$ cat src/rtl/mem_bank_arbiter.sv
// Two-requester arbiter and owner of the 64 x DATA_W memory bank (banks split on the address MSB).
// Build option DUAL_BANK_EN: per-bank round-robin with one accept per bank per cycle; otherwise one global pointer.
module mem_bank_arbiter #(
  parameter int DATA_W = 20,
  parameter int ADDR_W = 6
) (
  input  logic              clk,
  input  logic              rst,
  input  logic              a_valid,
  output logic              a_ready,
  input  logic              a_we,
  input  logic [ADDR_W-1:0] a_addr,
  input  logic [DATA_W-1:0] a_wdata,
  output logic              a_rvalid,
  output logic [DATA_W-1:0] a_rdata,
  input  logic              b_valid,
  output logic              b_ready,
  input  logic              b_we,
  input  logic [ADDR_W-1:0] b_addr,
  input  logic [DATA_W-1:0] b_wdata,
  output logic              b_rvalid,
  output logic [DATA_W-1:0] b_rdata
);

  localparam int DEPTH = 2 ** ADDR_W;

  logic [DATA_W-1:0] mem [DEPTH];

  logic grant_a, grant_b;
  logic a_acc, b_acc;
  logic a_rvalid_reg, b_rvalid_reg;
  logic [DATA_W-1:0] a_rdata_reg, b_rdata_reg;

`ifdef DUAL_BANK_EN
  logic a_bank, b_bank, same_bank, pri_sel;
  logic pri_bank0_reg, pri_bank0_next;
  logic pri_bank1_reg, pri_bank1_next;

  assign a_bank    = a_addr[ADDR_W-1];
  assign b_bank    = b_addr[ADDR_W-1];
  assign same_bank = (a_bank == b_bank);
  // Only the pointer of the contested bank matters; different banks never conflict.
  assign pri_sel   = a_bank ? pri_bank1_reg : pri_bank0_reg;

  assign grant_a = a_valid && (!b_valid || !same_bank || !pri_sel);
  assign grant_b = b_valid && (!a_valid || !same_bank || pri_sel);

  always_comb begin
    pri_bank0_next = pri_bank0_reg;
    pri_bank1_next = pri_bank1_reg;
    if (a_acc && !a_bank) pri_bank0_next = 1'b1;
    if (a_acc &&  a_bank) pri_bank1_next = 1'b1;
    if (b_acc && !b_bank) pri_bank0_next = 1'b0;
    if (b_acc &&  b_bank) pri_bank1_next = 1'b0;
  end

  always_ff @(posedge clk) begin
    if (rst) begin
      pri_bank0_reg <= 1'b0;
      pri_bank1_reg <= 1'b0;
    end else begin
      pri_bank0_reg <= pri_bank0_next;
      pri_bank1_reg <= pri_bank1_next;
    end
  end
`else
  logic pri_all_reg, pri_all_next;

  // One access per cycle overall: banks are ignored for arbitration.
  assign grant_a = a_valid && (!b_valid || !pri_all_reg);
  assign grant_b = b_valid && (!a_valid || pri_all_reg);

  always_comb begin
    pri_all_next = pri_all_reg;
    if (a_acc) pri_all_next = 1'b1;
    if (b_acc) pri_all_next = 1'b0;
  end

  always_ff @(posedge clk) begin
    if (rst) pri_all_reg <= 1'b0;
    else     pri_all_reg <= pri_all_next;
  end
`endif

  assign a_ready = grant_a && !rst;
  assign b_ready = grant_b && !rst;
  assign a_acc   = a_valid && a_ready;
  assign b_acc   = b_valid && b_ready;

  // Two writes in one cycle always land in different banks, so they never collide.
  always_ff @(posedge clk) begin
    if (rst) begin
      for (int i = 0; i < DEPTH; i++) mem[i] <= '0;
    end else begin
      if (a_acc && a_we) mem[a_addr] <= a_wdata;
      if (b_acc && b_we) mem[b_addr] <= b_wdata;
    end
  end

  always_ff @(posedge clk) begin
    if (rst) begin
      a_rvalid_reg <= 1'b0;
      b_rvalid_reg <= 1'b0;
      a_rdata_reg  <= '0;
      b_rdata_reg  <= '0;
    end else begin
      a_rvalid_reg <= a_acc && !a_we;
      b_rvalid_reg <= b_acc && !b_we;
      if (a_acc && !a_we) a_rdata_reg <= mem[a_addr];
      if (b_acc && !b_we) b_rdata_reg <= mem[b_addr];
    end
  end

  assign a_rvalid = a_rvalid_reg;
  assign b_rvalid = b_rvalid_reg;
  assign a_rdata  = a_rdata_reg;
  assign b_rdata  = b_rdata_reg;

endmodule

$ cat config.mk
export PLATFORM = sky130hd
export DESIGN_NAME = mem_bank_arbiter
export DESIGN_NICKNAME = d
export VERILOG_FILES = /design/src/rtl/mem_bank_arbiter.sv
export SDC_FILE = /design/constraint.sdc
export NUM_CORES = 2
export LEC_CHECK = 0
export CAP_MARGIN = 20
export CORE_MARGIN = 1.5
export CORE_UTILIZATION = 45
export CTS_CLUSTER_DIAMETER = 150
export DETAILED_ROUTE_END_ITERATION = 16
export PLACE_DENSITY = 0.72
export SKIP_LAST_GASP = 1
export SLEW_MARGIN = 20
export SYNTH_ARGS = -nofsm -noshare
export SYNTH_HDL_FRONTEND = slang
export SYNTH_SLANG_ARGS = --single-unit
$ cat constraint.sdc
create_clock -name clk -period 3.2 [get_ports clk]
set_clock_uncertainty 0.15 [all_clocks]
set_input_delay 0.64 -clock clk [delete_from_list [all_inputs] [get_ports clk]]
set_output_delay 0.64 -clock clk [all_outputs]
set_load 0.02 [all_outputs]
## Yosys cells after proc, flatten, opt, wreduce, memory -nomap -nowiden

Memories as Yosys holds them, arrays and structs flattened. A register that Yosys moved wholly into a read port is not among the register bits.
Cells that the tools add are included.

| storage, ports and cells | value |
|---|---|
| register bits after elaboration | 3 |
| RAM bits | 1280 |
| input port bits | 58 |
| output and inout port bits | 44 |
| logic and storage cells | 39 |
| memories kept | 1 |

| operators by class | value |
|---|---|
| multiplexer cells | 14 |
| reductions and logical operators | 21 |

Memories:

| name | words | bits a word | read ports | clocked after Yosys merged registers in | wr ports | RTL line | RTL |
|---|---|---|---|---|---|---|---|
| mem | 64 | 20 | 2 | 2 | 64 | 27 | `logic [DATA_W-1:0] mem [DEPTH];` |

Operator list:

| kind | count |
|---|---|
| $mux W20 | 2 |
| $reduce_or A20 Y1 | 2 |
| $mux W6 | 2 |
| $logic_and A1 B1 Y1 | 10 |
| $mux W1 | 10 |
| $logic_not A1 Y1 | 6 |
| $logic_or A1 B1 Y1 | 2 |
| $reduce_or A2 Y1 | 1 |

## Logic depth before layout (Yosys ltp)

| logic depth | value |
|---|---|
| word-level depth | 12 |
| mapped depth | 10 |
| depth with buffers taken out | 5 |

## Worst setup path before layout

No wires, ideal clock.

| path | value |
|---|---|
| path kind | input to register |
| from | input b_addr[1] |
| to | memory mem[40][0] (enable) |
| setup time | 0.380 ns |
| arrival | 2.441 ns |
| data required time | 2.670 ns |
| path slack | 0.230 ns |
| cell stages on the path | 8 |
| buffers on the path | 3 |
| cell sequence | buf_2 -> buf_2 -> nor2_1 -> clkbuf_1 -> nand4_1 -> o41ai_4 -> nand2_1 -> nand2b_1 |

RTL lines:

| element | RTL line | RTL |
|---|---|---|
| start, declared | 19 | `input logic [ADDR_W-1:0] b_addr,` |
| end, declared | 27 |  |

==> results.sh <==
export IMPL_die_height_um=389
export IMPL_p_int_mw=31.1
export IMPL_synth_cells=4895
export IMPL_ys_async_sr_fraction_pct=0
export IMPL_worst_path_max_fanout=28
export IMPL_fin_nets=5262
export IMPL_p_total_mw=41.1
export IMPL_cts_sinks=1323
export IMPL_p_seq_share_pct=47.9
export IMPL_synth_top_family_by_area="multiplexers"
export IMPL_p_comb_share_pct=11.9
export IMPL_fillers=11679
export IMPL_syn2layout_area_growth_pct=19.0
export IMPL_whs_ns=0.289
export IMPL_cp_slowest_cell="a22oi_1"
export IMPL_p_leak_nw=29.3
export IMPL_insertion_delay_ns=0.76
export IMPL_hold_buffers=0
export IMPL_firstDrtPassIters=8
export IMPL_wl_um=230000
export IMPL_slew_viol_final=0
export IMPL_cap_violations=0
export IMPL_clockBufferDepth=3
export IMPL_path_cells="clkdlybuf4s50_1 > buf_4 > inv_2 > buf_12 > buf_4 > mux4_2 > a22oi_1 > nand3_1"
export IMPL_worstSetupPathType="in2reg"
export IMPL_min_period_ns=3.25
export IMPL_power_switching_mw=9.99
export IMPL_fmax_mhz=308
export IMPL_post_route_util_pct=54.0
export IMPL_start_kind="input port"
export IMPL_setup_tns_ns=-0.0454
export IMPL_stdcell_area_mm2=0.0799
export IMPL_rsz0062_at_grt="false"
export IMPL_largest_register_ffs=1280
export IMPL_regArea_mm2=0.0393
export IMPL_synth_compound_area_share_pct=5.41
export IMPL_placed_area_mm2=0.0753
export IMPL_dp_final_hpwl_um=162000
export IMPL_fin_crit_sh_pct=101
export IMPL_crit_required_ns=3.63
export IMPL_ir_drop_mv=0.579
export IMPL_clkPwrFrac_pct=40.1
export IMPL_r2r_start="mem[23][12]$_SDFFCE_PN0P_"
export IMPL_fin_ws_ns=-0.0454
export IMPL_final_layout_size_suffix_gt1_share_pct=25.6
export IMPL_pin_count=102
export IMPL_netlist_area_mm2=0.0672
export IMPL_min_path_cells=3
export IMPL_avgRoutedWirePerCell_um=31.6
export IMPL_crit_buf_inv=5
export IMPL_tritoncts="done"
export IMPL_swShare_pct=24.3
export IMPL_ys_top_cells_by_area="edfxtp_1, mux4_2, nor2_1"
export IMPL_critPathCaptureType="register"
export IMPL_finalHoldViolCount=0
export IMPL_status="finished, violations left"
export IMPL_synth_avg_cell_area_um2=13.7
export IMPL_cts_buffers=141
export IMPL_dieArea_mm2=0.152
export IMPL_drt_iter0_drc=7595
export IMPL_dp_worst_setup_slack_ns=-0.729
export IMPL_ys_warn_count=0
export IMPL_start_util_pct=45.4
export IMPL_power_density_mw_per_mm2=514
export IMPL_slew_headroom_pct=25.3
export IMPL_num_rows=141
export IMPL_setup_viol=1
export IMPL_viasPerCell=6.55
export IMPL_synth_flop_cell="edfxtp_1"
export IMPL_synth_simple_area_share_pct=10.1
export IMPL_synth_cell_types=44
export IMPL_path_delay_family="buffers and inverters"
export IMPL_core_area_mm2=0.148
export IMPL_crit_path_max_incr_delay_ns=0.91
export IMPL_grt_start_max_net_pins=67
export IMPL_r2r_cells=4
export IMPL_synth_common_cells="nor2_1, edfxtp_1, mux4_2"
export IMPL_tightest_slew_ns=1.12
export IMPL_syn_nets=4953
export IMPL_multi_input_area_mm2=0.0259
export IMPL_yosys_area_share_xor_xnor_pct=0
export IMPL_yosysSeqAreaShare_pct=58.5
export IMPL_reg2reg_slack_ns=0.33
export IMPL_synth_edf_count=1280
export IMPL_hold_end="b_rvalid$_SDFF_PP0_"
export IMPL_min_path_type="in2reg"
export IMPL_crit_path_frequent_cell="buf_4"
export IMPL_synth_top_cell_by_area="edfxtp_1"
export IMPL_antenna_found_initial=19
export IMPL_hp_start="rst"
export IMPL_violations="setup timing"
export IMPL_cp_arrival_ns=3.68
export IMPL_yosys_area_top_type_share_pct=57.2
export IMPL_clk_pin_slew_ns=0.06
export IMPL_port_buffers=101
export IMPL_grt_pass1_vias=46820
export IMPL_root_buffer="clkbuf_16"
export IMPL_antenna_left=0
export IMPL_htree_num_levels=4
export IMPL_ys_ff_latch=1323
export IMPL_rr_endpoint="a_rdata[12]$_SDFFE_PP0P_"
export IMPL_overflow=0
export IMPL_die_w_um=389
export IMPL_gr_usage_all_layers_pct=30.1
export IMPL_cts_setup_buffers=0
export IMPL_synth_adder_area_share_pct=0
export IMPL_placed_cells=6991
export IMPL_vias=47567
export IMPL_synth_area_mux_share_pct=22.5
export IMPL_yosysMostFrequentCell="nor2_1"
export IMPL_fin_cells=7257
export IMPL_place_congestion=1.03
export IMPL_grt_pass1_wl_um=327000
export IMPL_drc=0
cell type report:
type                    instances  share of cell area, %
diodes                          7                 0.0219
clock buffers                 191                   4.91
clock inverters                68                  0.845
inverters                       4                 0.0188
multi-input cells            3048                   32.4
flip-flops and latches       1323                   49.2
well taps                    1930                   3.02
repair buffers                686                   9.63
kinds of logic (layout without fill, tap and decap cells):
family,after synthesis,in the layout
simple gates,1678,1678
flops,1323,1323
mux,860,860
buf+inv,524,949
compound gates,510,510
other cells,0,7
how the worst max path moves through the flow:
| stage | from | endpoint | slack, ns | depth (start not counted) |
|---|---|---|---|---|
| CTS | a_addr[3] | a_rdata[7]$_SDFFE_PP0P_ | 0.03 | 8 |
| finish | a_addr[3] | a_rdata[12]$_SDFFE_PP0P_ | -0.05 | 8 |
| global route | a_addr[3] | a_rdata[12]$_SDFFE_PP0P_ | 0.005 | 8 |
| detailed placement | a_addr[3] | a_rdata[7]$_SDFFE_PP0P_ | -0.73 | 8 |
| global placement | a_addr[3] | a_rdata[7]$_SDFFE_PP0P_ | -0.73 | 8 |
| floorplan | b_addr[1] | mem[40][0]$_SDFFCE_PN0P_ | 0.23 | 8 |
power groups by stage:
stage          clock network (mW)  registers (mW)  logic, mW
5_1_grt                      17.2            19.8       5.02
3_3_place_gp                    0            20.0       4.75
4_1_cts                      16.5            19.7       4.81
6_report                     16.5            19.7       4.90
3_5_place_dp                    0            20.1       4.79
2_1_floorplan                   0            20.0       2.46
cell usage in the layout (no fill, tap or decap), drive strengths merged, types with 82 or more instances in the layout:
cell,Yosys,final
a21oi,82,82
a22oi,180,180
buf,218,593
clkbuf,302,191
clkdlybuf4s50,0,93
edfxtp,1280,1280
mux2i,340,340
mux4,520,520
nand2,131,131
nor2,1309,1309
o21ai,87,87
layer usage:
layer	vias to the layer above	global-route usage, %	share of wire, %
met5	-	0	0.063
met4	22	18.9	7.4
met3	719	9.30	14
met2	3678	46.2	46
met1	23865	37.2	33
li1	19283	-	-
tightest hold or removal path, delay by kind of cell:
kind / cells / cell delay (ns)
AND/OR/NAND/NOR: 2 / 0.34
buffers and inverters: 1 / 0.15
timing repair:
item                                    CTS  global route
endpoints found under the setup margin    0             2
endpoints found under the hold margin     0             0
gates resized for setup                   0             2
No activity file was read; power rests on OpenSTA's default activity.
